File: src/rtl/tenyr_pkg.sv
// Shared types and constants for the tenyr instruction fetch path.
// Holds the word width, default reset vector and fetch FSM states.
package tenyr_pkg;

  localparam int WORD_W = 32;

  localparam logic [WORD_W-1:0] DEF_RESET_VECTOR = 32'h0000_1000;

  typedef enum logic [1:0] {
    IDLE,
    BUSY,
    DROP
  } fetch_state_t;

  typedef struct packed {
    logic [WORD_W-1:0] addr;
    logic [WORD_W-1:0] data;
  } fetch_entry_t;

endpackage

File: src/rtl/fetch_fifo.sv
// Prefetch queue of {addr, data} entries.
// Flush wins over push/pop; push and pop together keep the count.
module fetch_fifo
  import tenyr_pkg::*;
#(
  parameter int DEPTH = 4,
  localparam int PW = $clog2(DEPTH),
  localparam int CW = $clog2(DEPTH + 1)
) (
  input  logic         clk,
  input  logic         _reset,
  input  logic         push,
  input  fetch_entry_t push_entry,
  input  logic         pop,
  input  logic         flush,
  output logic [CW-1:0] count,
  output fetch_entry_t head
);

  fetch_entry_t  mem_q [DEPTH];
  logic [PW-1:0] rd_ptr;
  logic [PW-1:0] wr_ptr;
  logic [CW-1:0] cnt_q;

  // Storage needs no reset; the count gates every read.
  always_ff @(posedge clk) begin
    if (push) begin
      mem_q[wr_ptr] <= push_entry;
    end
  end

  always_ff @(posedge clk or negedge _reset) begin
    if (!_reset) begin
      rd_ptr <= '0;
      wr_ptr <= '0;
      cnt_q  <= '0;
    end else if (flush) begin
      rd_ptr <= '0;
      wr_ptr <= '0;
      cnt_q  <= '0;
    end else begin
      if (push) begin
        wr_ptr <= wr_ptr + PW'(1);
      end
      if (pop) begin
        rd_ptr <= rd_ptr + PW'(1);
      end
      unique case ({push, pop})
        2'b10:   cnt_q <= cnt_q + CW'(1);
        2'b01:   cnt_q <= cnt_q - CW'(1);
        default: cnt_q <= cnt_q;
      endcase
    end
  end

  assign count = cnt_q;
  assign head  = mem_q[rd_ptr];

endmodule

File: src/rtl/insn_fetch.sv
// Sequential instruction prefetcher between imem and the core.
// Runs ahead of core_addr; any unexpected core address flushes and restarts.
module insn_fetch
  import tenyr_pkg::*;
#(
  parameter int                DEPTH        = 4,
  parameter logic [WORD_W-1:0] RESET_VECTOR = DEF_RESET_VECTOR
) (
  input  logic              clk,
  input  logic              _reset,
  input  logic              core_req,
  input  logic [WORD_W-1:0] core_addr,
  output logic              core_ready,
  output logic [WORD_W-1:0] core_data,
  output logic              mem_req,
  output logic [WORD_W-1:0] mem_addr,
  input  logic              mem_ack,
  input  logic [WORD_W-1:0] mem_data
);

  localparam int            CW      = $clog2(DEPTH + 1);
  localparam logic [CW:0]   DEPTH_W = (CW + 1)'(DEPTH);

  fetch_state_t      state_q;
  fetch_state_t      state_d;
  logic [WORD_W-1:0] fetch_ptr_q;
  logic [WORD_W-1:0] fetch_ptr_d;
  logic [WORD_W-1:0] mem_addr_q;
  logic [WORD_W-1:0] mem_addr_d;

  logic [CW-1:0] count;
  fetch_entry_t  head;
  fetch_entry_t  push_entry;
  logic          valid;
  logic          hit;
  logic          on_path;
  logic          miss;
  logic          push;
  logic [CW:0]   after_pop;
  logic          room_idle;
  logic          room_busy;

  assign valid = count != '0;
  assign hit   = core_req & valid & (head.addr == core_addr);

  // An empty queue already heading for core_addr is not a jump.
  assign on_path = !valid & (core_addr == fetch_ptr_q);
  assign miss    = core_req & !hit & !on_path;

  assign after_pop = {1'b0, count} - {{CW{1'b0}}, hit};
  assign room_idle = after_pop < DEPTH_W;
  assign room_busy = (after_pop + (CW + 1)'(1)) < DEPTH_W;

  assign push_entry = {mem_addr_q, mem_data};

  fetch_fifo #(
    .DEPTH (DEPTH)
  ) u_fifo (
    .clk        (clk),
    ._reset     (_reset),
    .push       (push),
    .push_entry (push_entry),
    .pop        (hit),
    .flush      (miss),
    .count      (count),
    .head       (head)
  );

  always_comb begin
    state_d     = state_q;
    fetch_ptr_d = fetch_ptr_q;
    mem_addr_d  = mem_addr_q;
    push        = 1'b0;
    if (miss) begin
      fetch_ptr_d = core_addr;
    end
    unique case (state_q)
      IDLE: begin
        if (miss) begin
          state_d    = BUSY;
          mem_addr_d = core_addr;
        end else if (room_idle) begin
          state_d    = BUSY;
          mem_addr_d = fetch_ptr_q;
        end
      end
      BUSY: begin
        unique case (1'b1)
          mem_ack && miss: begin
            mem_addr_d = core_addr;
          end
          mem_ack && !miss: begin
            push        = 1'b1;
            fetch_ptr_d = fetch_ptr_q + WORD_W'(1);
            if (room_busy) begin
              mem_addr_d = fetch_ptr_q + WORD_W'(1);
            end else begin
              state_d = IDLE;
            end
          end
          !mem_ack && miss: begin
            state_d = DROP;
          end
          default: begin
            state_d = BUSY;
          end
        endcase
      end
      DROP: begin
        if (mem_ack) begin
          state_d    = BUSY;
          mem_addr_d = miss ? core_addr : fetch_ptr_q;
        end
      end
      default: begin
        state_d = IDLE;
      end
    endcase
  end

  always_ff @(posedge clk or negedge _reset) begin
    if (!_reset) begin
      state_q     <= IDLE;
      fetch_ptr_q <= RESET_VECTOR;
      mem_addr_q  <= RESET_VECTOR;
    end else begin
      state_q     <= state_d;
      fetch_ptr_q <= fetch_ptr_d;
      mem_addr_q  <= mem_addr_d;
    end
  end

  assign mem_req    = state_q != IDLE;
  assign mem_addr   = mem_addr_q;
  assign core_ready = hit;
  assign core_data  = valid ? head.data : '0;

endmodule

File: config.mk
export PLATFORM = sky130hd
export DESIGN_NAME = insn_fetch
export DESIGN_NICKNAME = d
export VERILOG_FILES = /design/src/rtl/tenyr_pkg.sv /design/src/rtl/fetch_fifo.sv /design/src/rtl/insn_fetch.sv
export SDC_FILE = /design/constraint.sdc
export NUM_CORES = 1
export LEC_CHECK = 0
export ABC_AREA = 1
export CORE_MARGIN = 2
export CORE_UTILIZATION = 55
export DETAILED_ROUTE_END_ITERATION = 10
export PLACE_DENSITY = 0.78
export SLEW_MARGIN = 20
export SYNTH_ARGS = -nofsm -noshare
export SYNTH_HDL_FRONTEND = slang
export SYNTH_SLANG_ARGS = --single-unit
export TNS_END_PERCENT = 5
File: constraint.sdc
create_clock -name clk -period 10.3 [get_ports clk]
set_clock_uncertainty 0.05 [all_clocks]
set_input_delay 2.06 -clock clk [delete_from_list [all_inputs] [get_ports clk]]
set_output_delay 2.06 -clock clk [all_outputs]
set_load 0.02 [all_outputs]
Word-level counts from Yosys, hierarchy flattened:

Memory sizes are Yosys's and may differ from the RTL's.
Cells that the tools add are included.

* register bits after elaboration: 73
* bits in writable memories: 256
* bits of input ports: 68
* output and inout bits: 66
* memories kept: 1

* add/sub/neg operators: 7
* magnitude comparators: 2
* eq/ne operators: 12
* multiplexer cells: 26
* bitwise gates (word level): 5
* reduce and logical (&&, ||, !) cells: 17

Memories
* u_fifo.mem_q: depth 4, width 64, rd ports 1, clocked after memory_dff 0, wr ports 1, line fetch_fifo.sv:20 `fetch_entry_t mem_q [DEPTH];`

Operators by type and width (count)
* 2-to-1 mux 32 bit: 8
* case mux 32 bit (3 select lines): 1
* equality test 32 bit: 2
* case mux 32 bit (2 select lines): 1
* adder 32 x 1 -> 32 bit (second input constant): 1
* 2-to-1 mux 2 bit: 8
* != test 3 bit (second input constant): 4
* case mux 2 bit (3 select lines): 2
* nonzero test 3 bit: 3
* less-than comparator 4 x 3 -> 1 bit (second input constant): 2
* case mux 3 bit (2 select lines): 1
* nonzero test 2 bit: 3
* bitwise AND 1 bit: 5
* zero test 1 bit: 5
* AND reduction 5 bit: 1
* adder 2 x 1 -> 2 bit (second input constant): 2
* adder 4 x 1 -> 4 bit (second input constant): 1
* equality test 2 x 1 -> 1 bit (second input constant): 2
* equality test 2 bit (second input constant): 2
* 2-to-1 mux 1 bit: 4
* != test 2 bit (second input constant): 2
* AND reduction 4 bit: 1
* subtractor 3 x 1 -> 4 bit: 1
* adder 3 x 1 -> 3 bit (second input constant): 1
* other kinds (4): 6

Longest topological paths before layout:

Gate-level depths: netlist of the first run.

* depth after elaboration: 13
* mapped depth: 29

Hierarchy:

A second synthesis of the first run with hierarchy kept.

* cell total of the unflattened synthesis: 1704
* area total of the unflattened synthesis: 16052.9 µm²

By module, submodules not included
* fetch_fifo: instances 1, cells each 678, area each 9919.5 µm²
* insn_fetch: instances 1, cells each 1026, area each 6133.4 µm²

Worst setup path after synthesis of the first run:

Ideal clock, no wire load.

* path kind: in2reg
* start point: in core_addr[7]
* end point: mem u_fifo.mem_q[0][0] (netlist bit) (enable)
* arrival time: 6.914 ns
* path slack: 2.849 ns
* stages: 17
* buffers on the path: 4
* cell sequence: xor2_1 nor2_1 nand2_1 nor3_1 nand3_1 nor2_1 nor2_1 nand2_1 buf_6 buf_6 ha_1 clkbuf_1 inv_1 nor2_1 inv_2 buf_1 nor2_1

* cells in the longest elaborated chain, start to end: 11
* elaborated cells on any way between the ends: 14
* classes of those cells: eq/ne (2); mux (4); bitwise (4); reduce/logical (4)

Ends and longest elaborated chain
* start, declared: line insn_fetch.sv:12 `input logic [WORD_W-1:0] core_addr,`
* equality test 32 bit: line insn_fetch.sv:44 `assign hit = core_req & valid & (head.addr == core_addr);`
* bitwise AND 1 bit: line insn_fetch.sv:44
* zero test 1 bit: line insn_fetch.sv:48 `assign miss = core_req & !hit & !on_path;`
* bitwise AND 1 bit: line insn_fetch.sv:48
* bitwise AND 1 bit (*): line insn_fetch.sv:48
* zero test 1 bit (*): line insn_fetch.sv:92 `mem_ack && !miss: begin`
* logical AND 1 bit (*): line insn_fetch.sv:92
* 2-to-1 mux 1 bit (*): line insn_fetch.sv:88 `unique case (1'b1)`
* 2-to-1 mux 1 bit (*): line insn_fetch.sv:77 `unique case (state_q)`
* 2-to-1 mux 1 bit (*): line fetch_fifo.sv:27 `if (push) begin`
* 2-to-1 mux 1 bit (implied by the code) (*): line fetch_fifo.sv:28 `mem_q[wr_ptr] <= push_entry;`
* end, declared: line fetch_fifo.sv:20

Every way passes the cells marked *; elsewhere a longest branch is shown, timed or not.

Worst setup path in the final report of the first run:

* start point: reg u_fifo.rd_ptr[0]
* end point: out core_ready

* cells in the longest elaborated chain, start to end: 3

Ends and longest elaborated chain
* start, declared: line fetch_fifo.sv:21 `logic [PW-1:0] rd_ptr;`
* start signal, assigned: line fetch_fifo.sv:46 `rd_ptr <= rd_ptr + PW'(1);`
* memory (4 x 64 bit)
* equality test 32 bit: line insn_fetch.sv:44
* bitwise AND 1 bit: line insn_fetch.sv:44
* end, declared: line insn_fetch.sv:13 `output logic core_ready,`

No other way between the ends.

==> results of run 1 <==
==> cells by family (layout without fill, tap and decap cells) <==
group                      Yosys count  after routing
xor gates and xnor gates            39             39
buffers and inverters              183            327
adders and majority gates           11             11
DFF                                329            329
and+or+nand+nor                   1002           1002
AOI/OAI and AO/OA                  175            175
==> sequential cells by signal (all words and copies together) (netlist names) <==
register / count
u_fifo.mem_q: 256
fetch_ptr_q: 32
mem_addr: 32
u_fifo.count: 3
state_q: 2
u_fifo.rd_ptr: 2
u_fifo.wr_ptr: 2
==> cells in the mapped netlist <==
library cell	instances
nand2_1	522
edfxtp_1	256
nand3_1	214
nor2_1	205
inv_1	102
o21ai_0	86
dfrtp_1	71
a21oi_1	58
xor2_1	35
clkbuf_1	31
nor3_1	27
nand4_1	23
buf_1	16
buf_2	15
o21a_1	14
ha_1	10
buf_4	8
a31o_2	7
buf_6	7
a22oi_1	4
xnor2_1	4
inv_2	3
nor2_2	3
dfstp_2	2
nand3b_1	2
nor4_1	2
o21ai_1	2
a211oi_2	1
a31oi_1	1
and2_1	1
clkinv_1	1
fa_1	1
nand3_2	1
nor3b_1	1
o211ai_1	1
o31ai_1	1
or2_2	1
==> stage by stage <==
| step | setup WS [ns] | instance area, µm² |
|---|---|---|
| 3_5_place_dp | 3.50 | 17600 |
| 5_1_grt | 3.01 | 18900 |
| 4_1_cts | 3.34 | 18900 |
| 3_3_place_gp | 3.48 | 17600 |
| 6_report | 3.24 | 18900 |
| 2_1_floorplan | 2.85 | 15900 |
==> per-layer routing <==
| layer | vias up | global-route usage, % |
|---|---|---|
| met5 | - | 0 |
| met2 | 712 | 50.9 |
| li1 | 6093 | - |
| met3 | 130 | 4.70 |
| met4 | 0 | 12.3 |
| met1 | 6333 | 45.5 |
==> final timing paths <==
| kind | to | slack (ns) | cells after the start |
|---|---|---|---|
| max in group asynchronous | mem_addr[3] | 7.72 | 2 |
| min in group asynchronous | fetch_ptr_q[21] | 1.46 | 1 |
| hold / removal | mem_addr[12] | 0.47 | 2 |
| setup reg to reg | u_fifo.mem_q[3][57] | 3.92 | 19 |
| hold reg to reg | mem_addr[12] | 0.47 | 2 |
| setup / recovery | core_ready | 3.24 | 12 |
==> cells in the final DEF, fill, tap and decap left out, types with 5 or more instances in the layout <==
cell type	n
ha_1	10
edfxtp_1	256
nor3_1	27
clkinv_2	8
bufinv_16	5
nand4_1	23
inv_1	101
clkdlybuf4s50_1	132
o21a_1	14
nor2_1	199
clkbuf_16	37
nand3_1	214
clkbuf_8	6
buf_4	18
nand2_1	522
dfrtp_1	69
a21oi_1	58
a31o_2	7
nor2_4	5
o21ai_0	86
xor2_1	35
==> power groups by stage <==
stage | combinational [W] | clock [W] | sequential [W]
after floorplan | 0.000645 | 0 | 0.00190
after global placement | 0.00122 | 0 | 0.00191
after detailed placement | 0.00123 | 0 | 0.00191
after CTS | 0.00124 | 0.00140 | 0.00189
after global routing | 0.00135 | 0.00145 | 0.00191
final | 0.00125 | 0.00138 | 0.00189
==> tightest hold or removal path, cell delays in order (launching register included) <==
cell	delay, ns
dfstp_2	0.40
nand2_1	0.07
nand2_1	0.05
==> cell type report <==
cell class | instances | area [µm²]
fillers | 2250 | 9740
flip-flops and latches | 329 | 9520
multi-input cells | 1227 | 5640
repair buffers | 155 | 1550
clock buffers | 47 | 1020
well taps | 384 | 480
inverters | 106 | 399
clock inverters | 19 | 269
==> results.md, run 1 <==
- Synthesized flop and latch total: 329
- F_max: 0.142 GHz
- Final Max Tran Viols: 0
- Num CTS Buffers: 36
- Xor-xnor portion of the synthesized cell area: 2.15%
- Worst-Skew Late Latency: 0.54 ns
- PortBufs: 133
- Routed length on met2: 22,600 µm
- Top layer in use: met4
- M1 WL: 19,900 µm
- Max clock buf depth: 3
- Tmin final: 7.06 ns
- Root buf cell: clkbuf_16
- Sw Share: 34.8%
- Synth top area cells: edfxtp_1, nand2_1, dfrtp_1, nand3_1, nor2_1
- Synth Area in Adders: 0.912%
- Max-cap viol count: 0
- Critical path cell sequence: clkinv_2 -> buf_4 -> nand2_1 -> nand3_1 -> nand2_1 -> nand2_1 -> nand2_1 -> nand2_1 -> nor3_1 -> nand3_1 -> nor4_1 -> clkdlybuf4s50_1
- Setup violations, final: 0
- Slew at the pin closest to its max-slew limit: 1.09 ns
- Clk slew on worst S/H paths: 0.06 ns
- Syn. warnings: 0
- DRC: 0
- Min-delay worst type: register to register
- Post-synthesis sequential area ratio: 59.8%
- Setup CP Type: register to output port
- Core area: 28,600 µm²
- Area delta synth->final: 18.7%
- Die W: 174 µm
- Die Height: 174 µm
- Largest net degree at the start of global routing: 104
- Setup bufs post-CTS: 0
- Largest family of logic cells by synthesized area: simple AND/OR/NAND/NOR gates
- Clock H-tree levels: 2
- R2R Path Start: u_fifo.rd_ptr[0]
- Final nets: 1,934
- Routed length on met3: 4310 µm
- Synth Instances: 1,739
- Clk sink count: 329
- DR vias: 13,300
- Critical-path top delay cell: clkinv_2
- Post-Layout Cell Count: 2,267
- P_leak: 7.75 nW
- Vias in the first global route: 12,700
- Portion of netlist area occupied by mux cells: 0%
- Post-synth top area cell: edfxtp_1
- Max-Slew Margin vs Limit: 27.5%
- Pwr per Cell Area: 240 nW/µm²
- RSZ-0062 raised after global routing: no
- Final Cycle Share: 68.6%
- Pint: 0.00295 W
- ANT cells: 0
- Seq pwr share: 41.7%
- GPL Wtd Cong: 0.987
- Top cell family by delay on the critical path: buffers and inverters
- Die area: 30,300 µm²
- Mapped Area: 15,900 µm²
- Syn Nets: 1,818
- CP endpoint kind: output port
- Crit-path max FO: 67
- DR vias/cell: 5.85
- Synth cell types: 37
- Hold-fix buffers, CTS: 0
- Crit path required time: 8.19 ns
- Rows: 62
- Maximum vdd drop: 0.000210 V
- Final hold vios: 0
- Grt total ovfl: 0
- Critical Path AT: 4.95 ns
- Switching pwr: 0.00158 W
- Worst Hold Slack: 0.466 ns
- Power share of the combinational group: 27.7%
- Io pins: 134
- Clk pwr share: 30.6%
- Iter 0 DRT Violations: 1,713
- Most used cell, CP: nand2_1
- Outcome: complete, no violations
- TritonCTS clock tree: built
- Inst Count DP: 2,201
- Util after Layout: 66.0%
- Setup crit start kind: register
- HP Start: mem_addr[12]
- Detailed Routing Iterations Pass 1: 6
- Synth top area share: 48.3%
- Post_cts resized: 0
- Crit path buf inv count: 3
- Overall Global Routing Usage: 32.2%
- Syn_area_per_cell: 9.15 µm²
- CP max stage delay: 0.75 ns
- Routed Wire Length: 48,700 µm
- Initial Util: 55.6%
- Initial antenna violation count: 0
- Antenna Violating Nets Remaining: 0
- Synth Area in Compound Gates: 6.04%
- Tot Pwr: 0.00453 W
- First-pass GRT wire length: 74,400 µm
- Post-DP HPWL: 31,400 µm
- Simple-gate area share of the yosys netlist: 26.1%
- Layout cell share with drive strength beyond 1: 5.84%
- Setup crit start: u_fifo.rd_ptr[0]
- Setup TNS Final: 0 ns
- Routed wire per std cell: 21.5 µm
Note: power is estimated with default switching activity, not from simulation.
==> inputs of run 2 (changes only) <==
--- a/config.mk
+++ b/config.mk
@@ -7,9 +7,9 @@
 export LEC_CHECK = 0
 export ABC_AREA = 1
 export CORE_MARGIN = 2
-export CORE_UTILIZATION = 55
+export CORE_UTILIZATION = 53
 export DETAILED_ROUTE_END_ITERATION = 10
-export PLACE_DENSITY = 0.78
+export PLACE_DENSITY = 0.79
 export SLEW_MARGIN = 20
 export SYNTH_ARGS = -nofsm -noshare
 export SYNTH_HDL_FRONTEND = slang
==> constraint.sdc (replaced) <==
create_clock -name clk -period 6.4 [get_ports clk]
set_clock_uncertainty 0.05 [all_clocks]
set_input_delay 1.28 -clock clk [delete_from_list [all_inputs] [get_ports clk]]
set_output_delay 1.28 -clock clk [all_outputs]
set_load 0.02 [all_outputs]
==> run 2 against run 1 <==
  * Wire length is 2.2% lower
  * Global-route usage fell by 1.6 points
  * Cell count increased by 0.35%
  * Sequential share of layout area grew 0.48 points
  * Clock-buffer cell count down 4
  * Setup slack lost 2.9 ns
  * Core utilization down 2.7 points
  * Critical path depth is 2 lower
  * Largest power group unchanged
==> results.md, run 2 (synthesis gave the netlist of run 1 again) <==
- DRC: 0
- Hold-fix buffers, CTS: 0
- Max clock buf depth: 3
- Crit-path max FO: 100
- CP max stage delay: 0.75 ns
- Post-Layout Cell Count: 2,275
- Hold Path Cell Cnt: 2
- CP endpoint kind: output port
- Initial antenna violation count: 0
- Setup crit start kind: register
- Inst Count DP: 2,212
- Final Max Tran Viols: 0
- Max-Slew Margin vs Limit: 32.4%
- Tmin final: 6.07 ns
- Critical Path AT: 4.74 ns
- Setup bufs post-CTS: 0
- Critical path cell sequence: clkinv_2 -> buf_4 -> nand2_1 -> nand3_1 -> nand2_1 -> xor2_1 -> nor2_1 -> nand3_1 -> nor4_1 -> clkdlybuf4s50_1
- Max reg flops: 256
- Slew at the pin closest to its max-slew limit: 1.01 ns
- Antenna Violating Nets Remaining: 0
- PortBufs: 133
- Tot Pwr: 0.00698 W
- GPL Wtd Cong: 1.02
- Crit path buf inv count: 3
- Max-cap viol count: 0
- Die area: 31,400 µm²
- Clk slew on worst S/H paths: 0.06 ns
- Die W: 177 µm
- Crit path required time: 5.07 ns
- Most frequent cells in the layout: nand2_1, edfxtp_1, nand3_1, nor2_1, clkdlybuf4s50_1
- DR vias/cell: 5.70
- Detailed Routing Iterations Pass 1: 7
- Critical-path top delay cell: dfrtp_4
- R2r worst-path depth: 20
- Die Height: 177 µm
- Routed wire per std cell: 20.9 µm
- Min-delay worst type: register to register
- ANT cells: 0
- Most common cell after layout, fill and taps aside: nand2_1
- Vias in the first global route: 12,300
- Grt total ovfl: 0
- Io pins: 134
- First-pass GRT wire length: 72,200 µm
- Routed Wire Length: 47,600 µm
- Post_cts resized: 0
- Outcome: complete, no violations
- P_leak: 7.67 nW
- Pwr per Cell Area: 373 nW/µm²
- Num CTS Buffers: 35
- Area delta synth->final: 17.6%
- Maximum vdd drop: 0.000277 V
- Final hold vios: 0
- Setup CP Type: register to output port
- Worst Hold Slack: 0.459 ns
- FILL cells: 2,456
- Final nets: 1,938
- Setup violations, final: 0
- Core area: 29,600 µm²
- Crit path depth: 10
- Initial Util: 53.8%
- DR vias: 13,000
- Most flops, register: u_fifo.mem_q
- Layout cell share with drive strength beyond 1: 5.62%
- Setup TNS Final: 0 ns
- TritonCTS clock tree: built
- Final Cycle Share: 94.9%
- Top cell family by delay on the critical path: buffers and inverters
- F_max: 0.165 GHz
- Clk sink count: 329
- Rows: 63
- Worst-Skew Late Latency: 0.54 ns
- Overall Global Routing Usage: 30.6%
- Post-DP HPWL: 31,300 µm
- Clock H-tree levels: 2
- Root buf cell: clkbuf_16
- Iter 0 DRT Violations: 1,455
- RSZ-0062 raised after global routing: no
- Largest net degree at the start of global routing: 101
==> run 2: changes by cell type in the layout (fill, tap and decap cells not counted), sizes merged <==
cell    change
buf         +5
clkbuf      -4
bufinv      -3
clkinv      +3
inv         +1
==> run 2: worst paths after layout <==
check,from,endpoint,slack [ns]
hold / removal,mem_addr[12],mem_addr[12],0.46
setup reg to reg,u_fifo.rd_ptr[0],mem_addr[24],0.98
max in group asynchronous,_reset,fetch_ptr_q[1],4.59
min in group asynchronous,_reset,fetch_ptr_q[14],0.62
hold reg to reg,mem_addr[12],mem_addr[12],0.46
setup / recovery,u_fifo.rd_ptr[0],core_ready,0.33
==> run 2: power by group <==
group | leakage, nW | switching [W] | total [W] | internal, W
combinational | 3.93 | 0.00130 | 0.00200 | 0.000702
clock | 0.542 | 0.000849 | 0.00196 | 0.00111
sequential | 3.20 | 0.000303 | 0.00301 | 0.00271
total | 7.67 | 0.00245 | 0.00698 | 0.00452
==> run 2: cell type report <==
cell class,instances,area (µm²),share of cell area [%]
sequential,329,9520,50.9
multi-input combinational,1227,5640,30.1
timing repair buffer,160,1560,8.32
clock buffer,43,916,4.90
tap,390,488,2.61
inverter,106,399,2.13
clock inverter,20,190,1.02
==> run 2: through the flow <==
step           area [µm²]  utilization (%)  setup WS [ns]
4_1_cts             18700             63.3          0.341
6_report            18700             63.3          0.328
3_3_place_gp        17600             59.5          0.994
2_1_floorplan       15900                -         -0.271
3_5_place_dp        17600             59.5          0.992
5_1_grt             18700             63.3          0.190
==> run 2: tightest hold or removal path, cell delays in order (launching register included) <==
cell     delay (ns)
dfstp_2        0.39
nand2_1        0.06
nand2_1        0.05
==> run 2: routing by layer <==
layer  vias to the layer above  GRT usage (%)  part of all wire, %
met2                       627           48.6                   47
met3                        87           4.42                  8.9
met5                         -              0                    0
met4                         0           9.64                  3.0
met1                      6169           43.6                   41
li1                       6087              -                    -
==> variant 1: new RTL, flow settings as in run 2 <==
Encoding of `fetch_state_t`: now one-hot (3 bits for 3 states).
--- a/src/rtl/tenyr_pkg.sv
+++ b/src/rtl/tenyr_pkg.sv
@@ -6,10 +6,10 @@
 
   localparam logic [WORD_W-1:0] DEF_RESET_VECTOR = 32'h0000_1000;
 
-  typedef enum logic [1:0] {
-    IDLE,
-    BUSY,
-    DROP
+  typedef enum logic [2:0] {
+    IDLE = 3'b001,
+    BUSY = 3'b010,
+    DROP = 3'b100
   } fetch_state_t;
 
   typedef struct packed {
Function: same outputs for any inputs over 4 cycles, from zero or initial values and one cycle with _reset low; so few cycles prove little.
==> variant 1 against run 2 <==
Total power is 2.8% lower; count of clock-buffer cells in the layout is 9 higher; wire length is 1.2% lower; design area is 0.55% higher; synthesized area is 0.76% higher; core utilization hardly changed; sequential share of layout area is 0.14 points lower; sequential cell count is 1 higher; worst setup slack better by 740 ps; critical path type unchanged; largest cell class unchanged; highest routed layer unchanged.
==> variant 1: results (changes against run 2) <==
The slowest stage of the critical path belongs to the cell sky130_fd_sc_hd__clkdlybuf4s50_1. The clock edge transition at the registers on the reported setup and hold paths came out at 60 ps (about the same). The first-pass detailed-route iteration total came out at 6 (-1). The total via count in the routed design came to 13100 (+1.3%).

The average wire per standard cell came out at 20.6 um (-1.6%). The clock latency reported for the late side of the worst-skew pair is 530 ps. The number of nets in the layout is 1946 (+0.41%).

The number of buffer cells added on primary ports came to 133 (unchanged). The initial DRC count was 1358 (-6.7%). The flow ran to the end, and the final reports show no timing, DRC or antenna violations. The count of different cell masters after synthesis is 41 (+11%). The register area share after synthesis came out at 59.5% (-0.28 points). The global-route usage over all layers came to 30.2% (-0.35 points). The worst-case vdd ir drop came to 0.000278 V (+0.33%). The number of global-route vias before repair is 12500 (+1.9%). The XOR/XNOR share of the synthesized area was 2.30% (+0.15 points). The number of H-tree levels is 2 (unchanged).

The share of flip-flops with an asynchronous set or reset after synthesis is 22.4% (+0.24 points). The detailed placer's ending HPWL is 30800 um (-1.4%). The largest stage delay on the critical path is 730 ps (-20 ps).

The root buffer cell chosen for the clock tree is sky130_fd_sc_hd__clkbuf_16. The pin count of the biggest net entering global routing came to 129 (+28%). The leakage power of the design was 0.00769 uW (+0.23%). The net switching fraction of the power was 34.1% (-1.1 points). The total clock buffers created by CTS is 35 (unchanged). The first-pass GRT wire length came to 71500 um (-0.97%).

The tightest slew margin relative to the limit is 41.4% (+9.0 points). The number of buffers added for setup after CTS came out at 0 (unchanged). The instance count after placement with tap cells included is 2220 (+0.36%). The count of synthesis-stage warnings from yosys came out at 0 (unchanged). The number of nets in the synthesized netlist is 1827 (+0.50%). By area, the combinational part of the netlist is dominated by simple AND/OR/NAND/NOR gates. The class of the tightest hold or removal check is reg2reg. The antenna diode count came out at 0 (unchanged).

The number of synthesized flops with an enable pin came to 256 (unchanged). The global placement routability congestion was 1.02 (-0.40%). The share of layout cells above drive strength 1 is 5.23% (-0.40 points). By area the synthesized netlist is led by sky130_fd_sc_hd__edfxtp_1, sky130_fd_sc_hd__nand2_1, sky130_fd_sc_hd__dfrtp_1.

The instance area after placement came out at 17700 um^2 (+0.62%). The flip-flop count of the largest register, all copies and words added is 256 (unchanged). The count of cells resized by post-cts repair is 0 (unchanged).

By count the netlist is led by sky130_fd_sc_hd__nand2_1, sky130_fd_sc_hd__edfxtp_1, sky130_fd_sc_hd__nor2_1, sky130_fd_sc_hd__nand3_1, sky130_fd_sc_hd__inv_1. The number of antenna violations at the first check in global routing is 0 (unchanged). The arithmetic-cell share of the synthesized area counting full adders, half adders and majority gates is 0.906% (-0.0068 points). The cell count after synthesis came out at 1748 (+0.52%). The final-layout fill cell count is 2400 (-2.3%). The complex-gate fraction of the synthesized area came out at 6.03% (-0.014 points). The via-per-instance ratio was 5.75 (+0.87%). On the critical path the largest part of the delay comes from simple AND/OR/NAND/NOR gates. The buffer levels on the longest clock path was 3 (unchanged). Counting flops per register, the top entry is u_fifo.mem_q. The maximum fanout count along the critical path came out at 76 (-24%).

The share of cell area taken by muxes after synthesis came out at 0% (unchanged).
## variant 1: cell types whose count changed after synthesis, moves of 3 or more
cell                       before  now
sky130_fd_sc_hd__nor3_1        27   31
sky130_fd_sc_hd__a21oi_1       58   52
sky130_fd_sc_hd__buf_4          8    5
sky130_fd_sc_hd__buf_1         16   12
sky130_fd_sc_hd__xnor2_1        4    7
sky130_fd_sc_hd__nand3_1      214  211
sky130_fd_sc_hd__o21a_1        14   18
sky130_fd_sc_hd__clkbuf_1      31   35
sky130_fd_sc_hd__nor2_1       205  215
sky130_fd_sc_hd__nand4_1       23   19
sky130_fd_sc_hd__buf_6          7   12
sky130_fd_sc_hd__o21ai_0       86   83
## variant 1: per-layer routing
layer  global-route usage [%]  routed length, um
met2                     48.6              22000
met1                     41.8              19500
met3                     4.76               3900
met4                     10.8               1600
met5                        0                  0
## variant 1: kinds of logic (layout without fill, tap and decap cells)
group / Yosys count / count (layout)
DFF: 330 / 330
xor gates and xnor gates: 42 / 42
buffers and inverters: 182 / 328
and+or+nand+nor: 1011 / 1011
adders and majority gates: 11 / 11
AOI/OAI and AO/OA: 172 / 172
## variant 1: path summary, 6_finish.rpt
check                                                   from                           end  slack [ps]  depth (start not counted)
worst min-delay path                mem_addr[12]$_DFFE_PN1P_      mem_addr[12]$_DFFE_PN1P_         460                          2
worst min register to register      mem_addr[12]$_DFFE_PN1P_      mem_addr[12]$_DFFE_PN1P_         460                          2
max in group asynchronous                             _reset  u_fifo.rd_ptr[0]$_DFFE_PN0P_        4500                          2
worst max register to register  u_fifo.rd_ptr[0]$_DFFE_PN0P_      mem_addr[20]$_DFFE_PN0P_        1700                         21
min in group asynchronous                             _reset   u_fifo.count[2]$_DFFE_PN0P_         710                          1
worst max-delay path            u_fifo.rd_ptr[0]$_DFFE_PN0P_                    core_ready        1070                         10
## variant 1: power by group through the flow
stage                     combinational, uW  sequential, uW  clock [uW]
after floorplan                        1010            3000           0
after global placement                 1860            2950           0
after detailed placement               1880            2960           0
after CTS                              1900            2920        1970
after global routing                   2080            2960        2040
final                                  1910            2930        1940
## variant 1: cell type report
class | instances | area (um^2) | area share, %
sequential | 330 | 9550 | 50.8
multi-input combinational | 1236 | 5710 | 30.4
timing repair buffer | 160 | 1570 | 8.34
clock buffer | 52 | 971 | 5.16
tap | 390 | 488 | 2.59
inverter | 104 | 392 | 2.08
clock inverter | 12 | 129 | 0.685
## variant 1: stage by stage
stage	worst slack [ps]	hold slack (ps)	util (%)
after global routing	876	489	63.3
after floorplan	-340	451	-
final	1070	464	63.3
after detailed placement	1210	451	59.6
after global placement	1280	438	59.6
after CTS	1110	464	63.3
==> variant 2: new RTL, settings of run 2 <==
Without the edit above. `DEPTH` is set to 4 in 2 places; all go to 2.
--- a/src/rtl/fetch_fifo.sv
+++ b/src/rtl/fetch_fifo.sv
@@ -3,7 +3,7 @@
 module fetch_fifo
   import tenyr_pkg::*;
 #(
-  parameter int DEPTH = 4,
+  parameter int DEPTH = 2,
   localparam int PW = $clog2(DEPTH),
   localparam int CW = $clog2(DEPTH + 1)
 ) (
--- a/src/rtl/insn_fetch.sv
+++ b/src/rtl/insn_fetch.sv
@@ -3,7 +3,7 @@
 module insn_fetch
   import tenyr_pkg::*;
 #(
-  parameter int                DEPTH        = 4,
+  parameter int                DEPTH        = 2,
   parameter logic [WORD_W-1:0] RESET_VECTOR = DEF_RESET_VECTOR
 ) (
   input  logic              clk,
Check against the original RTL: not equivalent (a bounded check fails within 4 cycles, from zero or initial values and one cycle with _reset low).
==> variant 2 against run 2 <==
Synthesized area down 33%; sequential power fell by 37%; via count decreased by 24%; wire length fell by 31%; die area is 32% lower; maximum frequency increased by 18%; design area down 31%; non-clock buffer count shrank 10; worst setup slack better by 940 ps; sequential cell count down 131; global-route usage is 0.56 points higher; hold slack worse by 15 ps; total power is 29% lower; sequential share of layout area down 7.4 points; largest cell class unchanged; highest routed layer is now met5.
==> variant 2: results (changes against run 2) <==
The worst-case setup slack after placement came out at 1200 ps (+205 ps). The final-layout fill cell count came out at 1640 (-33%). The number of nets in the layout came out at 1530 (-21%). For this design, the slowest cell found on the critical path is sky130_fd_sc_hd__clkdlybuf4s50_1. The layout buffering overhead excluding clock cells came out at 11.7% (+3.4 points). The number of antenna violations at the first check in global routing was 1 (+1).

The clock distribution area overhead in the final layout came out at 4.72% (-1.2 points). The leakage power of the design came out at 0.00576 uW (-25%). The global placement routability congestion came to 1.03 (+0.22%). The first-pass GRT wire length came out at 51400 um (-29%).

The overall routed net length is 32800 um (-31%). The number of clock buffers in the layout is 18 (-58%). The layout buffer count excluding clock buffers is 150 (-6.3%). The instance count after placement with tap cells included is 1700 (-23%). The total power density per cell area came out at 386 nW/um^2 (+3.6%). The average wire per standard cell is 18.9 um (-9.5%). The share of layout cells above drive strength 1 is 4.77% (-0.85 points). The clock latency reported for the late side of the worst-skew pair is 450 ps (-90 ps). The run finished with clean final reports. The instance area after placement is 12200 um^2 (-31%). The global-route usage over all layers came out at 31.1% (+0.56 points). The share of flip-flops with an asynchronous set or reset after synthesis is 35.4% (+13 points). The final worst setup slack is 1270 ps (+940 ps). The depth of the most critical reg-to-reg path is 22 (+10%). The multi-input gate count is 970 (-21%). The smallest hold slack came out at 445 ps (-14.6 ps). The number of cells on the worst hold path is 0 (-2).

The combinational logic power is 1950 uW (-3%). In this design, the largest share of critical-path delay is due to simple AND/OR/NAND/NOR gates. The pin count of the biggest net entering global routing is 71 (-30%). The actual transition at the worst max-transition pin is 997 ps (-15.3 ps). The average cell area after synthesis came out at 7.98 um^2 (-13%). The detailed placer's ending HPWL came out at 22200 um (-29%). The flip-flop count of the largest register, all copies and words added came out at 128 (-50%). The number of H-tree levels came out at 4 (+2). In this run the critical register-to-register path is launched from u_fifo.rd_ptr$_DFFE_PN0P_. The path with the worst hold slack has its endpoint at u_fifo.mem_q[1][37]$_DFFE_PP_.

The reported sequential group power is 1910 uW (-37%).
[variant 2: cell count changes in the layout (fill, tap and decap cells not counted), moves of 12 or more]
| cell | before | now |
|---|---|---|
| sky130_fd_sc_hd__inv_1 | 102 | 116 |
| sky130_fd_sc_hd__nand3_1 | 214 | 153 |
| sky130_fd_sc_hd__nor2_1 | 200 | 79 |
| sky130_fd_sc_hd__o21ai_0 | 86 | 55 |
| sky130_fd_sc_hd__edfxtp_1 | 256 | 128 |
| sky130_fd_sc_hd__clkbuf_16 | 35 | 17 |
| sky130_fd_sc_hd__a21oi_1 | 58 | 46 |
[variant 2: metal layers]
layer  GRT usage (%)  part of all wire, %
met1            44.6                   42
met2            46.8                   44
met3            6.49                   11
met4            11.7                  3.3
met5               0                0.037
[variant 2: kinds of logic after synthesis]
logic type,count (synthesis),synth area share [%]
simple gates,813,31.6
fa+ha+maj,7,0.822
compound gates,125,6.44
flops,198,52.5
buf+inv,168,6.60
xor+xnor,25,2.05
